$ cat src/rtl/sti_rx.sv
// sti_rx: serial-to-parallel receiver.
// Turns framed serial bits into a 16-bit parallel word and writes every
// received byte to pixel memory. A frame flagged as the last one pads the
// rest of the memory with zeros and then parks the block in FINISH.
module sti_rx (
    input  logic        clk,
    input  logic        reset,
    input  logic        si_data,
    input  logic        si_valid,
    input  logic [1:0]  si_length,
    input  logic        si_msb,
    input  logic        si_fill,
    input  logic        si_low,
    input  logic        si_end,
    output logic [15:0] po_data,
    output logic        po_valid,
    output logic        frame_err,
    output logic        pixel_wr,
    output logic [7:0]  pixel_addr,
    output logic [7:0]  pixel_dataout,
    output logic        pixel_finish
);

    localparam logic [2:0] IDLE   = 3'd0;
    localparam logic [2:0] RECV   = 3'd1;
    localparam logic [2:0] DONE   = 3'd2;
    localparam logic [2:0] FILL   = 3'd3;
    localparam logic [2:0] FINISH = 3'd4;

    logic [2:0]  state;
    logic [2:0]  state_next;
    logic [5:0]  bit_cnt;
    logic [1:0]  cfg_len;
    logic        cfg_msb;
    logic        cfg_fill;
    logic        cfg_low;
    logic [31:0] word;
    logic [7:0]  byte_sr;
    logic [7:0]  wr_ptr;

    logic        frame_start;
    logic        bit_take;
    logic        frame_abort;
    logic [1:0]  cur_len;
    logic        cur_msb;
    logic        cur_fill;
    logic        cur_low;
    logic [5:0]  cur_k;
    logic [5:0]  cnt_next;
    logic [5:0]  frame_bits;
    logic [4:0]  bit_idx;
    logic        last_bit;
    logic        byte_done;
    logic        fill_write;
    logic [31:0] word_next;
    logic [7:0]  byte_next;
    logic [15:0] extracted;

    // A new frame may begin in IDLE or right after a completed frame in DONE.
    assign frame_start = ((state == IDLE) || (state == DONE)) && si_valid;
    assign bit_take    = frame_start || ((state == RECV) && si_valid);
    assign frame_abort = (state == RECV) && !si_valid;

    // On the first bit the configuration comes straight from the inputs.
    assign cur_len  = frame_start ? si_length : cfg_len;
    assign cur_msb  = frame_start ? si_msb    : cfg_msb;
    assign cur_fill = frame_start ? si_fill   : cfg_fill;
    assign cur_low  = frame_start ? si_low    : cfg_low;
    assign cur_k    = frame_start ? 6'd0      : bit_cnt;
    assign cnt_next = cur_k + 6'd1;

    assign frame_bits = ({4'd0, cur_len} + 6'd1) << 3;
    assign bit_idx    = cur_msb ? 5'(frame_bits - 6'd1 - cur_k) : cur_k[4:0];
    assign last_bit   = bit_take && (cnt_next == frame_bits);
    assign byte_done  = bit_take && (cur_k[2:0] == 3'd7);
    assign fill_write = (state == FILL) && (wr_ptr != 8'd0);

    // Byte shifter keeps the first-received bit at bit 7 (MSB-first) or bit 0 (LSB-first).
    assign byte_next = cur_msb ? {byte_sr[6:0], si_data} : {si_data, byte_sr[7:1]};

    // Place the incoming bit into the word being assembled; a new frame starts from zero.
    always_comb begin
        word_next = frame_start ? 32'd0 : word;
        word_next[bit_idx] = si_data;
    end

    // Pick the 16-bit payload out of the completed word, including the current last bit.
    always_comb begin
        extracted = word_next[15:0];
        case (cur_len)
            2'd0:    extracted = cur_low ? {word_next[7:0], 8'h00} : {8'h00, word_next[7:0]};
            2'd1:    extracted = word_next[15:0];
            2'd2:    extracted = cur_fill ? word_next[23:8] : word_next[15:0];
            2'd3:    extracted = cur_fill ? word_next[31:16] : word_next[15:0];
            default: extracted = word_next[15:0];
        endcase
    end

    // Next-state logic for frame reception, memory padding and the terminal state.
    always_comb begin
        state_next = state;
        case (state)
            IDLE: begin
                if (si_valid) state_next = RECV;
            end
            RECV: begin
                if (!si_valid)     state_next = IDLE;
                else if (last_bit) state_next = si_end ? FILL : DONE;
            end
            DONE: begin
                state_next = si_valid ? RECV : IDLE;
            end
            FILL: begin
                if (wr_ptr == 8'd0) state_next = FINISH;
            end
            FINISH: begin
                state_next = FINISH;
            end
            default: state_next = IDLE;
        endcase
    end

    // State register.
    always_ff @(posedge clk or negedge reset) begin
        if (!reset) state <= IDLE;
        else        state <= state_next;
    end

    // Frame datapath: configuration latch, word and byte assembly, bit counter.
    always_ff @(posedge clk or negedge reset) begin
        if (!reset) begin
            cfg_len  <= 2'd0;
            cfg_msb  <= 1'b0;
            cfg_fill <= 1'b0;
            cfg_low  <= 1'b0;
            word     <= 32'd0;
            byte_sr  <= 8'd0;
            bit_cnt  <= 6'd0;
        end else begin
            if (frame_start) begin
                cfg_len  <= si_length;
                cfg_msb  <= si_msb;
                cfg_fill <= si_fill;
                cfg_low  <= si_low;
            end
            if (bit_take) begin
                word    <= word_next;
                byte_sr <= byte_next;
                bit_cnt <= last_bit ? 6'd0 : cnt_next;
            end else if (frame_abort) begin
                bit_cnt <= 6'd0;
            end
        end
    end

    // Registered outputs: word and error pulses, byte writes and zero-padding writes.
    always_ff @(posedge clk or negedge reset) begin
        if (!reset) begin
            po_data       <= 16'd0;
            po_valid      <= 1'b0;
            frame_err     <= 1'b0;
            pixel_wr      <= 1'b0;
            pixel_addr    <= 8'd0;
            pixel_dataout <= 8'd0;
            wr_ptr        <= 8'd0;
        end else begin
            po_valid  <= last_bit;
            frame_err <= frame_abort;
            pixel_wr  <= 1'b0;
            if (last_bit) po_data <= extracted;
            if (byte_done) begin
                pixel_wr      <= 1'b1;
                pixel_addr    <= wr_ptr;
                pixel_dataout <= byte_next;
                wr_ptr        <= wr_ptr + 8'd1;
            end else if (fill_write) begin
                pixel_wr      <= 1'b1;
                pixel_addr    <= wr_ptr;
                pixel_dataout <= 8'h00;
                wr_ptr        <= wr_ptr + 8'd1;
            end
        end
    end

    assign pixel_finish = (state == FINISH);

endmodule

$ cat config.mk
export PLATFORM = sky130hd
export DESIGN_NAME = sti_rx
export DESIGN_NICKNAME = d
export VERILOG_FILES = /design/src/rtl/sti_rx.sv
export SDC_FILE = /design/constraint.sdc
export NUM_CORES = 1
export LEC_CHECK = 0
export CORE_MARGIN = 4
export CORE_UTILIZATION = 50
export DETAILED_ROUTE_END_ITERATION = 8
export PLACE_DENSITY = 0.66
export SYNTH_ARGS = -nofsm -noshare
export SYNTH_HDL_FRONTEND = slang
export SYNTH_SLANG_ARGS = --single-unit
$ cat constraint.sdc
create_clock -name clk -period 5.34 [get_ports clk]
set_clock_uncertainty 0.15 [all_clocks]
set_input_delay 1.335 -clock clk [delete_from_list [all_inputs] [get_ports clk]]
set_output_delay 1.335 -clock clk [all_outputs]
set_load 0.005 [all_outputs]
==> reports/summary.txt, run 1 <==
RSZ-0062 raised after global routing: false
WS Path Type: primary input to flip-flop
part of the power in registers: 40.6%
Max Cap Viol: 0
Inserted Diodes: 0
setup TNS: 0 ns
Async S/R FF share, synth: 100%
period utilization: 91.8%
Slew Viols, Final: 0
pwr/cell area: 316 nW/um^2
clock share of power: 29.3%
CTS Buffer Depth: 2
clk slew on worst S/H paths: 0.07 ns
Startpoint Class: primary input
Crit path largest cell delay: 0.53 ns
Core ar.: 12,000 um^2
# rows: 40
DR vias/cell: 6.53
count leader, synth: dfrtp_1
max_slew headroom: 36.7%
Worst EP arrival: 5.00 ns
Cell Area, Placed: 6760 um^2
Syn Nets: 692
Synth top cells by count: 97 x dfrtp_1, 68 x o21ai_0, 65 x nand2_1
hpwl dp: 13.1 mm
Num Clock Sinks: 97
fill count: 1,040
# resized after CTS: 0
Buf+Inv Stages, Crit Path: 3
EDFF count, synth: 0
main flop type after synthesis: dfrtp_1
Critical Path Sink Type: flip-flop
Placer Congestion: 0.977
pre-CTS setup slack: 0.163 ns
status: finished, final reports clean
Seq/Total Area, Yosys: 39.8%
r2r endpoint: po_data[4]
drt wl/cell: 21.7 um
post-route cell area: 7050 um^2
Logic pwr share: 30.1%
Setup Buffers After CTS: 0
Synth top area share: 39.8%
IO Pins: 46
die height: 118 um
Tightest Pin Transition: 0.950 ns
Worst Hold Class: flip-flop to flip-flop
Critical Path Start: si_valid
largest net degree at the start of global routing: 72
total power: 2230 uW
maximum clock frequency: 204 MHz
Setup violations, final: 0
total track usage: 27.2%
vias in the first global route: 5,386
crit path to: po_data[4]
DRC: 0
CP delay by family, top: compound AO/OA/AOI/OAI gates
Synth area leaders: dfrtp_1 40%, o21ai_0 5.6%, nand2_1 4.0%
Sw Ratio: 34.7%
PortBufs: 45
clk_lat worst skew: 0.36 ns
Num CTS Buffers: 9
Util after Layout: 58.9%
GR Overflow Total: 0
sw power: 774 uW
Worst Path Max Fanout: 10
synthesis-stage register bit count: 97
Area Overhead vs Synth: 15.5%
CTS tree: yes
cell count along the critical path: 14
Leakage: 0.00292 uW
Worst Path Required: 5.44 ns
Fin. Hold Viols: 0
CTS H-tree lvls: 3
first-pass GRT wire length: 30.0 mm
leading area contributor after synthesis: dfrtp_1
Root Buffer: clkbuf_16
initial antenna violation count: 0
Chip Width: 118 um
DRT antenna net count: 0
DRT Pass-1 Iters: 9
Tmin final: 4.90 ns
Hold-fix buffers, CTS: 0
slowest stage cell, crit path: clkdlybuf4s50_1
Worst Reg-to-Reg Cells: 13
Vias: 5,619
Synth cell types: 78
RR Startpoint: state[0]
Netlist Area Pre-Place: 6100 um^2
R2R Setup Slk: 1.46 ns
synthesized netlist cell count: 672
Internal: 1460 uW
critical path cell sequence: clkdlybuf4s50_1 -> nor3b_2 -> and2_1 -> a21o_1 -> inv_1 -> ha_1 -> nor3b_1 -> mux2i_1 -> buf_4 -> a211oi_1 -> mux2_2 -> o22ai_1 -> a22oi_1 -> o21ai_0
number of DRC markers in iteration 0: 678
Initial Util: 51.0%
final WL: 18.7 mm
die area: 14,000 um^2
Max IR drop VDD: 0.169 mV
layout cells sized above 1: 11.8%
fin worst setup slack: 0.439 ns
final net count: 730
syn_area_per_cell: 9.08 um^2
synthesis warning total: 0
[worst register-to-register path, delay by kind of cell, from the launching register on]
| kind | cells | cell delay (ns) |
|---|---|---|
| compound gates | 5 | 1.10 |
| simple gates | 3 | 0.81 |
| flops | 1 | 0.47 |
| mux | 2 | 0.53 |
| buf+inv | 2 | 0.28 |
| fa+ha+maj | 1 | 0.44 |
[layout by cell type (no fill, tap or decap), types with 3 or more instances in the layout]
cell,count
nand3_1,27
a22o_1,11
nand3b_1,5
inv_1,14
mux2_2,17
a21o_1,7
nor4_1,4
a22oi_1,10
buf_4,33
o22ai_1,3
and2_1,12
o21ai_0,68
a311oi_1,5
nor3b_1,5
clkbuf_16,9
clkdlybuf4s50_1,44
o211ai_1,31
a31oi_1,3
nor3_1,10
nor2b_1,5
xnor2_1,9
or3_1,5
nor2_1,35
o21ai_1,3
xor2_1,5
a21oi_1,44
nand2_1,65
a221oi_1,3
o21a_1,4
a41oi_1,3
a211oi_1,10
dfrtp_1,97
ha_1,10
mux2i_1,24
and3_1,5
o31ai_1,3
a211o_1,3
nand4_1,5
[power by group through the flow]
| stage | Combinational (uW) | Clock, uW | Sequential (uW) |
|---|---|---|---|
| floorplan | 428 | 0 | 879 |
| global placement | 651 | 0 | 910 |
| detailed placement | 659 | 0 | 914 |
| CTS | 663 | 664 | 902 |
| global route | 733 | 696 | 915 |
| finish | 672 | 653 | 905 |
[metal layers]
| layer | up-vias | track usage, % | share of wire (%) |
|---|---|---|---|
| met5 | - | 0 | 0 |
| met4 | 0 | 10.9 | 3.3 |
| met3 | 55 | 6.27 | 8.9 |
| met2 | 282 | 38.4 | 43 |
| met1 | 2686 | 40.1 | 45 |
| li1 | 2596 | - | - |
[registers in the layout, indices dropped and copies added (netlist names)]
name and count:
word 32, po_data 16, byte_sr 8, pixel_addr 8, pixel_dataout 8, wr_ptr 8
bit_cnt 6, state 3, cfg_len 2, cfg_fill 1, cfg_low 1, cfg_msb 1
frame_err 1, pixel_wr 1, po_valid 1
[how the worst min path moves through the flow]
stage	startpoint	end	slack (ns)	cells after the start
after floorplan	word[23]	word[23]	0.29	2
final	word[23]	word[23]	0.33	2
after global routing	word[23]	word[23]	0.36	2
after global placement	word[23]	word[23]	0.30	2
after CTS	word[23]	word[23]	0.33	2
after detailed placement	word[23]	word[23]	0.32	2
[logic make-up (layout without fill, tap and decap cells)]
group	after synthesis	count (layout)	synth area share (%)
and+or+nand+nor	206	206	17.5
AOI/OAI and AO/OA	239	239	26.7
muxes	41	41	7.07
DFF	97	97	39.8
adders and majority gates	10	10	2.05
xor gates and xnor gates	15	15	2.38
buffers and inverters	64	106	4.47
[through the flow]
| step | instances | hold slack, ns |
|---|---|---|
| after CTS | 861 | 0.330 |
| after global routing | 861 | 0.362 |
| after detailed placement | 846 | 0.315 |
| final | 861 | 0.330 |
| after floorplan | 672 | 0.288 |
| after global placement | 846 | 0.299 |
[cell type report]
cell class,count,area [um^2],area share [%]
multi-input cells,511,3410,48.4
flip-flops and latches,97,2430,34.4
repair buffers,77,688,9.76
clock buffers,10,229,3.25
well taps,147,184,2.61
clock inverters,5,57.6,0.817
inverters,14,52.6,0.746
Power figures use the tool's default switching activity.
==> run 2: changes to the inputs <==
SKIP_LAST_GASP = 1   (was default)
==> results of run 2 <==
The final DEF is identical to that of run 1; final timing and power are the same.
